[src/rtl/multicycle_controller.sv]
// Multi-cycle control FSM for the RISC core.
// Sequences FETCH -> DECODE -> EXEC -> (MEM) -> (WB) over the shared datapath,
// driving every enable, mux select and memory request, and tracks retired
// instructions, halt and trap status.
// Ports:
//   clk, rst_n             clock (rising edge), async active-low reset
//   opcode, func           instruction fields from IDecode (latched in DECODE)
//   alu_zero               ALU result == 0 (beq decision in EXEC)
//   mem_ack                memory transfer complete
//   mem_req/mem_we/addr_sel  memory request, write, address select (0 PC, 1 ALU)
//   ir_load, pc_inc, pc_load, pc_src  IR and PC controls
//   reg_write, reg_dst, wb_sel        register file writeback controls
//   ext_sign, alu_src, alu_op         Extender mode and ALU configuration
//   halted, illegal        sticky halt / trap indications
//   retired                completed-instruction counter (wraps)
//   state                  current FSM state (debug)
module multicycle_controller #(
    parameter int unsigned CNT_W       = 16,
    parameter int unsigned MEM_TIMEOUT = 255
) (
    input  logic             clk,
    input  logic             rst_n,
    input  logic [5:0]       opcode,
    input  logic [5:0]       func,
    input  logic             alu_zero,
    input  logic             mem_ack,
    output logic             mem_req,
    output logic             mem_we,
    output logic             addr_sel,
    output logic             ir_load,
    output logic             pc_inc,
    output logic             pc_load,
    output logic             pc_src,
    output logic             reg_write,
    output logic             reg_dst,
    output logic             wb_sel,
    output logic             ext_sign,
    output logic             alu_src,
    output logic [2:0]       alu_op,
    output logic             halted,
    output logic             illegal,
    output logic [CNT_W-1:0] retired,
    output logic [2:0]       state
);

    localparam int unsigned TMO_W = (MEM_TIMEOUT < 2) ? 1 : $clog2(MEM_TIMEOUT + 1);
    localparam logic [TMO_W-1:0] TMO_LAST =
        TMO_W'((MEM_TIMEOUT == 0) ? 32'd0 : MEM_TIMEOUT - 1);

    localparam logic [5:0] OP_RTYPE = 6'b000000;
    localparam logic [5:0] OP_ADDI  = 6'b001000;
    localparam logic [5:0] OP_ANDI  = 6'b001100;
    localparam logic [5:0] OP_ORI   = 6'b001101;
    localparam logic [5:0] OP_LW    = 6'b100011;
    localparam logic [5:0] OP_SW    = 6'b101011;
    localparam logic [5:0] OP_BEQ   = 6'b000100;
    localparam logic [5:0] OP_J     = 6'b000010;
    localparam logic [5:0] OP_HALT  = 6'b111111;

    localparam logic [5:0] FN_ADD = 6'b100000;
    localparam logic [5:0] FN_SUB = 6'b100010;
    localparam logic [5:0] FN_AND = 6'b100100;
    localparam logic [5:0] FN_OR  = 6'b100101;
    localparam logic [5:0] FN_SLT = 6'b101010;
    localparam logic [5:0] FN_SLL = 6'b000000;

    localparam logic [2:0] ALU_ADD = 3'b000;
    localparam logic [2:0] ALU_SUB = 3'b001;
    localparam logic [2:0] ALU_AND = 3'b010;
    localparam logic [2:0] ALU_OR  = 3'b011;
    localparam logic [2:0] ALU_SLT = 3'b100;
    localparam logic [2:0] ALU_SLL = 3'b101;

    typedef enum logic [2:0] {
        S_FETCH  = 3'b000,
        S_DECODE = 3'b001,
        S_EXEC   = 3'b010,
        S_MEM    = 3'b011,
        S_WB     = 3'b100,
        S_HALT   = 3'b101,
        S_TRAP   = 3'b110
    } state_t;

    state_t           state_q, state_d;
    logic [5:0]       op_q, func_q, op_d, func_d;
    logic [TMO_W-1:0] tmo_q, tmo_d;
    logic             retire, req_ack, tmo_hit;

    logic             is_r, is_addi, is_andi, is_ori, is_lw, is_sw, is_beq, is_j;
    logic             r_ok, legal;
    logic [2:0]       aop_dec;
    logic             asrc_dec, esign_dec;

    logic             mem_req_d, mem_we_d, addr_sel_d, pc_src_d;
    logic             reg_write_d, reg_dst_d, wb_sel_d;
    logic             ext_sign_d, alu_src_d, halted_d, illegal_d;
    logic [2:0]       alu_op_d;

    // Raw fields are used while decoding; latched fields steer everything after.
    assign op_d   = (state_q == S_DECODE) ? opcode : op_q;
    assign func_d = (state_q == S_DECODE) ? func   : func_q;

    assign is_r    = (op_d == OP_RTYPE);
    assign is_addi = (op_d == OP_ADDI);
    assign is_andi = (op_d == OP_ANDI);
    assign is_ori  = (op_d == OP_ORI);
    assign is_lw   = (op_d == OP_LW);
    assign is_sw   = (op_d == OP_SW);
    assign is_beq  = (op_d == OP_BEQ);
    assign is_j    = (op_d == OP_J);

    // Instruction decode: legality plus ALU / Extender configuration.
    always_comb begin
        r_ok      = 1'b1;
        aop_dec   = ALU_ADD;
        asrc_dec  = 1'b0;
        esign_dec = 1'b0;
        case (op_d)
            OP_RTYPE: begin
                case (func_d)
                    FN_ADD:  aop_dec = ALU_ADD;
                    FN_SUB:  aop_dec = ALU_SUB;
                    FN_AND:  aop_dec = ALU_AND;
                    FN_OR:   aop_dec = ALU_OR;
                    FN_SLT:  aop_dec = ALU_SLT;
                    FN_SLL:  aop_dec = ALU_SLL;
                    default: r_ok    = 1'b0;
                endcase
            end
            OP_ADDI, OP_LW, OP_SW: begin
                asrc_dec  = 1'b1;
                esign_dec = 1'b1;
            end
            OP_ANDI: begin
                aop_dec  = ALU_AND;
                asrc_dec = 1'b1;
            end
            OP_ORI: begin
                aop_dec  = ALU_OR;
                asrc_dec = 1'b1;
            end
            OP_BEQ: begin
                aop_dec   = ALU_SUB;
                esign_dec = 1'b1;
            end
            default: ;
        endcase
        legal = (is_r && r_ok) || is_addi || is_andi || is_ori ||
                is_lw || is_sw || is_beq || is_j;
    end

    // Next-state, retire and memory-timeout logic.
    always_comb begin
        state_d = state_q;
        retire  = 1'b0;
        tmo_d   = '0;
        // An ack only counts while a request is actually outstanding.
        req_ack = mem_req && mem_ack;
        tmo_hit = (MEM_TIMEOUT != 0) && mem_req && !mem_ack && (tmo_q == TMO_LAST);
        case (state_q)
            S_FETCH: begin
                if (req_ack)      state_d = S_DECODE;
                else if (tmo_hit) state_d = S_TRAP;
            end
            S_DECODE: begin
                if (op_d == OP_HALT) state_d = S_HALT;
                else if (!legal)     state_d = S_TRAP;
                else                 state_d = S_EXEC;
            end
            S_EXEC: begin
                if (is_beq || is_j) begin
                    state_d = S_FETCH;
                    retire  = 1'b1;
                end else if (is_lw || is_sw) begin
                    state_d = S_MEM;
                end else begin
                    state_d = S_WB;
                end
            end
            S_MEM: begin
                if (req_ack) begin
                    if (is_sw) begin
                        state_d = S_FETCH;
                        retire  = 1'b1;
                    end else begin
                        state_d = S_WB;
                    end
                end else if (tmo_hit) begin
                    state_d = S_TRAP;
                end
            end
            S_WB: begin
                state_d = S_FETCH;
                retire  = 1'b1;
            end
            S_HALT:  state_d = S_HALT;
            S_TRAP:  state_d = S_TRAP;
            default: state_d = S_TRAP;
        endcase
        if (mem_req && !mem_ack && !tmo_hit && (state_d == state_q))
            tmo_d = tmo_q + 1'b1;
    end

    // Registered output values, derived from the state being entered.
    always_comb begin
        mem_req_d   = (state_d == S_FETCH) || (state_d == S_MEM);
        mem_we_d    = (state_d == S_MEM) && is_sw;
        addr_sel_d  = ((state_d == S_EXEC) || (state_d == S_MEM) || (state_d == S_WB)) &&
                      (is_lw || is_sw);
        reg_write_d = (state_d == S_WB);
        reg_dst_d   = (state_d == S_WB) && is_r;
        wb_sel_d    = (state_d == S_WB) && is_lw;
        halted_d    = halted || (state_d == S_HALT) || (state_d == S_TRAP);
        illegal_d   = illegal || (state_d == S_TRAP);
        // ALU / Extender setup loads on EXEC entry and holds through MEM and WB.
        alu_op_d    = alu_op;
        alu_src_d   = alu_src;
        ext_sign_d  = ext_sign;
        pc_src_d    = pc_src;
        if ((state_d == S_EXEC) && (state_q != S_EXEC)) begin
            alu_op_d   = aop_dec;
            alu_src_d  = asrc_dec;
            ext_sign_d = esign_dec;
            pc_src_d   = is_j;
        end
    end

    // Ack- and zero-qualified strobes must act in the cycle the condition occurs.
    assign ir_load = (state_q == S_FETCH) && mem_req && mem_ack;
    assign pc_inc  = ir_load;
    assign pc_load = (state_q == S_EXEC) && (is_j || (is_beq && alu_zero));
    assign state   = state_q;

    // State and output registers.
    always_ff @(posedge clk or negedge rst_n) begin
        if (!rst_n) begin
            state_q   <= S_FETCH;
            op_q      <= '0;
            func_q    <= '0;
            tmo_q     <= '0;
            mem_req   <= 1'b0;
            mem_we    <= 1'b0;
            addr_sel  <= 1'b0;
            pc_src    <= 1'b0;
            reg_write <= 1'b0;
            reg_dst   <= 1'b0;
            wb_sel    <= 1'b0;
            ext_sign  <= 1'b0;
            alu_src   <= 1'b0;
            alu_op    <= 3'b000;
            halted    <= 1'b0;
            illegal   <= 1'b0;
            retired   <= '0;
        end else begin
            state_q   <= state_d;
            op_q      <= op_d;
            func_q    <= func_d;
            tmo_q     <= tmo_d;
            mem_req   <= mem_req_d;
            mem_we    <= mem_we_d;
            addr_sel  <= addr_sel_d;
            pc_src    <= pc_src_d;
            reg_write <= reg_write_d;
            reg_dst   <= reg_dst_d;
            wb_sel    <= wb_sel_d;
            ext_sign  <= ext_sign_d;
            alu_src   <= alu_src_d;
            alu_op    <= alu_op_d;
            halted    <= halted_d;
            illegal   <= illegal_d;
            if (retire) retired <= retired + 1'b1;
        end
    end

endmodule
[config.mk]
export PLATFORM = sky130hd
export DESIGN_NAME = multicycle_controller
export DESIGN_NICKNAME = d
export VERILOG_FILES = /design/src/rtl/multicycle_controller.sv
export SDC_FILE = /design/constraint.sdc
export NUM_CORES = 1
export LEC_CHECK = 0
export ABC_AREA = 1
export CORE_ASPECT_RATIO = 2
export CORE_MARGIN = 5
export CORE_UTILIZATION = 35
export CTS_BUF_LIST = sky130_fd_sc_hd__clkbuf_4 sky130_fd_sc_hd__clkbuf_8
export CTS_CLUSTER_DIAMETER = 40
export DETAILED_ROUTE_END_ITERATION = 10
export HOLD_SLACK_MARGIN = 0.05
export PLACE_DENSITY = 0.64
export SYNTH_ARGS = -nofsm -noshare
export SYNTH_HDL_FRONTEND = slang
export SYNTH_SLANG_ARGS = --single-unit
export TNS_END_PERCENT = 100
[constraint.sdc]
create_clock -name clk -period 2.8 [get_ports clk]
set_clock_uncertainty 0.2 [all_clocks]
set_input_delay 0.42 -clock clk [delete_from_list [all_inputs] [get_ports clk]]
set_output_delay 0.42 -clock clk [all_outputs]
set_load 0.01 [all_outputs]
==> qor.txt <==
Max Slew Vio Count: 0
Global-route wire length before repair: 13400 um
Initial antenna violation count: 0
Crit Path Max Fanout: 8
Pin count of the biggest net entering global routing: 54
Setup_tns: 0 ns
Final setup fails: 0
Max VDD drop: 0.290 mV
YS warnings: 0
Status: finished clean
Endpoint, Worst Hold: illegal
Final total power: 3950 uW
Average size of a mapped cell: 7.99 sq um
DR iter-0 viols: 109
R2R Path End: alu_op[2]
Router iterations before antenna repair: 4
CTS tree: built
Worst setup SP type: register
RD Place Congestion: 0.933
Total number of vias: 2800
Total CTS buffers: 5
Cell Area, Placed: 3870 sq um
Hold Vio Cnt, Final: 0
Layout cells sized above 1: 0.190
WP data arrival: 2.01 ns
DP HPWL: 6250 um
Die Wd: 76.9 um
# clock sinks: 53
Slew of the pin with the lowest slew margin: 0.685 ns
Reg2reg path depth: 15
Port buffer count: 51
Internal: 2120 uW
Via density per instance: 4.91
FF-to-FF setup slack: 0.22 ns
Count of boundary I/O pins: 52
P_sw: 1840 uW
Clock tree buffer depth: 2
Cells after Synth: 392
Share of total power in combinational logic: 0.591
Setup WS post-layout: 0.173 ns
Yosys cell types: 35
Final Cell Area: 4000 sq um
R2R Path Start: state[1]
Layout Nets: 486
Layout area overhead: 27.6%
Max Cap Viol: 0
Pwr Density: 990 nW/um^2
Average wire per standard cell: 13.9 um
Tmin final: 2.63 ns
Worst skew pair latency: 0.32 ns
Syn nets: 411
Clk root buf: clkbuf_8
Fin crit share: 0.938
Reg clk slew, reported paths: 0.09 ns
Vias in the first global route: 2914
GRT overflow: 0
Total track usage: 0.151
Achievable Freq: 381 MHz
Clock share of power: 0.118
Worst slack at placement: -0.118 ns
Sequential share of the synthesized area: 0.423
#FFs+latches synth: 53
Synth Cell Area: 3130 sq um
Unrepaired setup endpoints after global routing: yes
Max-slew headroom: 0.543
DRT Wirelength: 7930 um
Drc violations: 0
Register share of total power: 0.291
Diode count: 0
Rows: 49
CTS H-tree lvls: 2
Routed Antenna Nets: 0
Crit. End Element: primary output
Lkg Pwr: 0.00192 uW
WP data required: 2.18 ns
Hold Crit Class: register to register
Sw frac: 0.465
Hold path start: illegal
Initial Util: 0.352
Die Area: 11100 sq um
Core area: 8890 sq um
Hold Crit Depth: 2
Chip height: 144 um
Kind of critical path: register to primary output
area by class of cell:
type | count | area (sq um)
Clock buffer | 6 | 82.6
Timing Repair Buffer | 74 | 688
Tap cell | 102 | 128
Clock inverter | 2 | 13.8
Fill cell | 898 | 4890
Multi-Input combinational cell | 280 | 1550
Sequential cell | 53 | 1330
Inverter | 53 | 204
sequential cells by signal, summed over array words and instances (netlist names), 3 cells and up:
signal / cells
alu_op: 3
retired: 16
state: 3
func_q: 6
op_q: 6
tmo_q: 8
critical path, cell delays in order, from the launching register on:
cell	delay (ns)
dfrtp_1	0.44
inv_4	0.13
nand3_4	0.14
nand2_1	0.08
o21ai_1	0.11
nor2_4	0.20
nand3_2	0.12
nand2_1	0.09
nand2_2	0.06
a21oi_1	0.16
clkbuf_2	0.16
power by group through the flow:
stage	logic [uW]	clock network [uW]	registers, uW
after floorplan	1480	0	1170
after global placement	2280	0	1150
after detailed placement	2310	0	1160
after CTS	2340	487	1150
after global routing	2580	512	1180
final	2340	467	1150
layer usage:
metal	track usage	vias up	part of all wire
met5	0	-	0
met4	0.0848	0	0.040
met3	0.0270	23	0.039
met2	0.299	62	0.58
met1	0.140	1336	0.34
li1	-	1379	-
logic make-up (layout without fill, tap and decap cells):
family,count (synthesis),count (layout),synth area share
adder cells (fa/ha/maj),3,3,0.0120
multiplexers,3,3,0.0108
flip-flops,53,53,0.423
XOR/XNOR,19,19,0.0531
AND/OR/NAND/NOR,227,228,0.359
AO/OA/AOI/OAI,27,27,0.0555
buffers and inverters,60,135,0.0859
synth_stat cells, drive strengths merged:
library cell    n  area (sq um)
nand2         111           477
nor4            1          6.26
dfrtp          53          1330
mux2            3          33.8
and3            2          12.5
nand3b          2          15.0
inv            52           198
buf             7          67.6
a31oi           1          6.26
ha              3          37.5
clkinv          1          3.75
nor3            7          45.0
o221ai          1          8.76
o21ai          19           121
nand4           8          50.1
xor2           16           140
a21boi          1          7.51
o21a            1          7.51
a21oi           3          15.0
nor2           63           294
a22oi           1          7.51
xnor2           3          26.3
nand3          33           225
cells in the final DEF, fill, tap and decap left out, drive strengths merged, types with 7 or more instances in the layout:
| cell type | Yosys | layout |
|---|---|---|
| clkdlybuf4s50 | 0 | 49 |
| dfrtp | 53 | 53 |
| nand3 | 33 | 34 |
| o21ai | 19 | 19 |
| nor2 | 63 | 63 |
| nand2 | 111 | 111 |
| nand4 | 8 | 8 |
| clkbuf | 0 | 7 |
| nor3 | 7 | 7 |
| buf | 7 | 23 |
| inv | 52 | 52 |
| xor2 | 16 | 16 |
stage by stage:
| stage | cells | hold slack [ns] | utilization |
|---|---|---|---|
| floorplan | 392 | -0.0756 | - |
| global placement | 559 | 0.267 | 0.435 |
| detailed placement | 559 | 0.263 | 0.435 |
| CTS | 570 | 0.288 | 0.449 |
| global route | 570 | 0.334 | 0.449 |
| finish | 570 | 0.287 | 0.449 |
worst max-delay path by stage:
stage                     startpoint        to  slack [ns]  cells past startpoint
after floorplan             state[2]   pc_load        0.55                     10
after global placement     opcode[1]   pc_load       -0.13                     10
after detailed placement   opcode[1]   pc_load       -0.12                     10
after CTS                   state[1]   pc_load        0.01                     10
after global routing        state[1]  tmo_q[6]      -0.008                     17
final                       state[2]   pc_load        0.17                     10
timing repair:
action                     4_1_cts  5_1_grt
hold endpoints to repair        34        0
setup endpoints to repair        1       23
hold buffers                     1        0
pin swaps                        1        2
cloned                           1        0
setup buffers                    1        0
gates resized for setup          2        5
(Power assumes the default switching activity.)
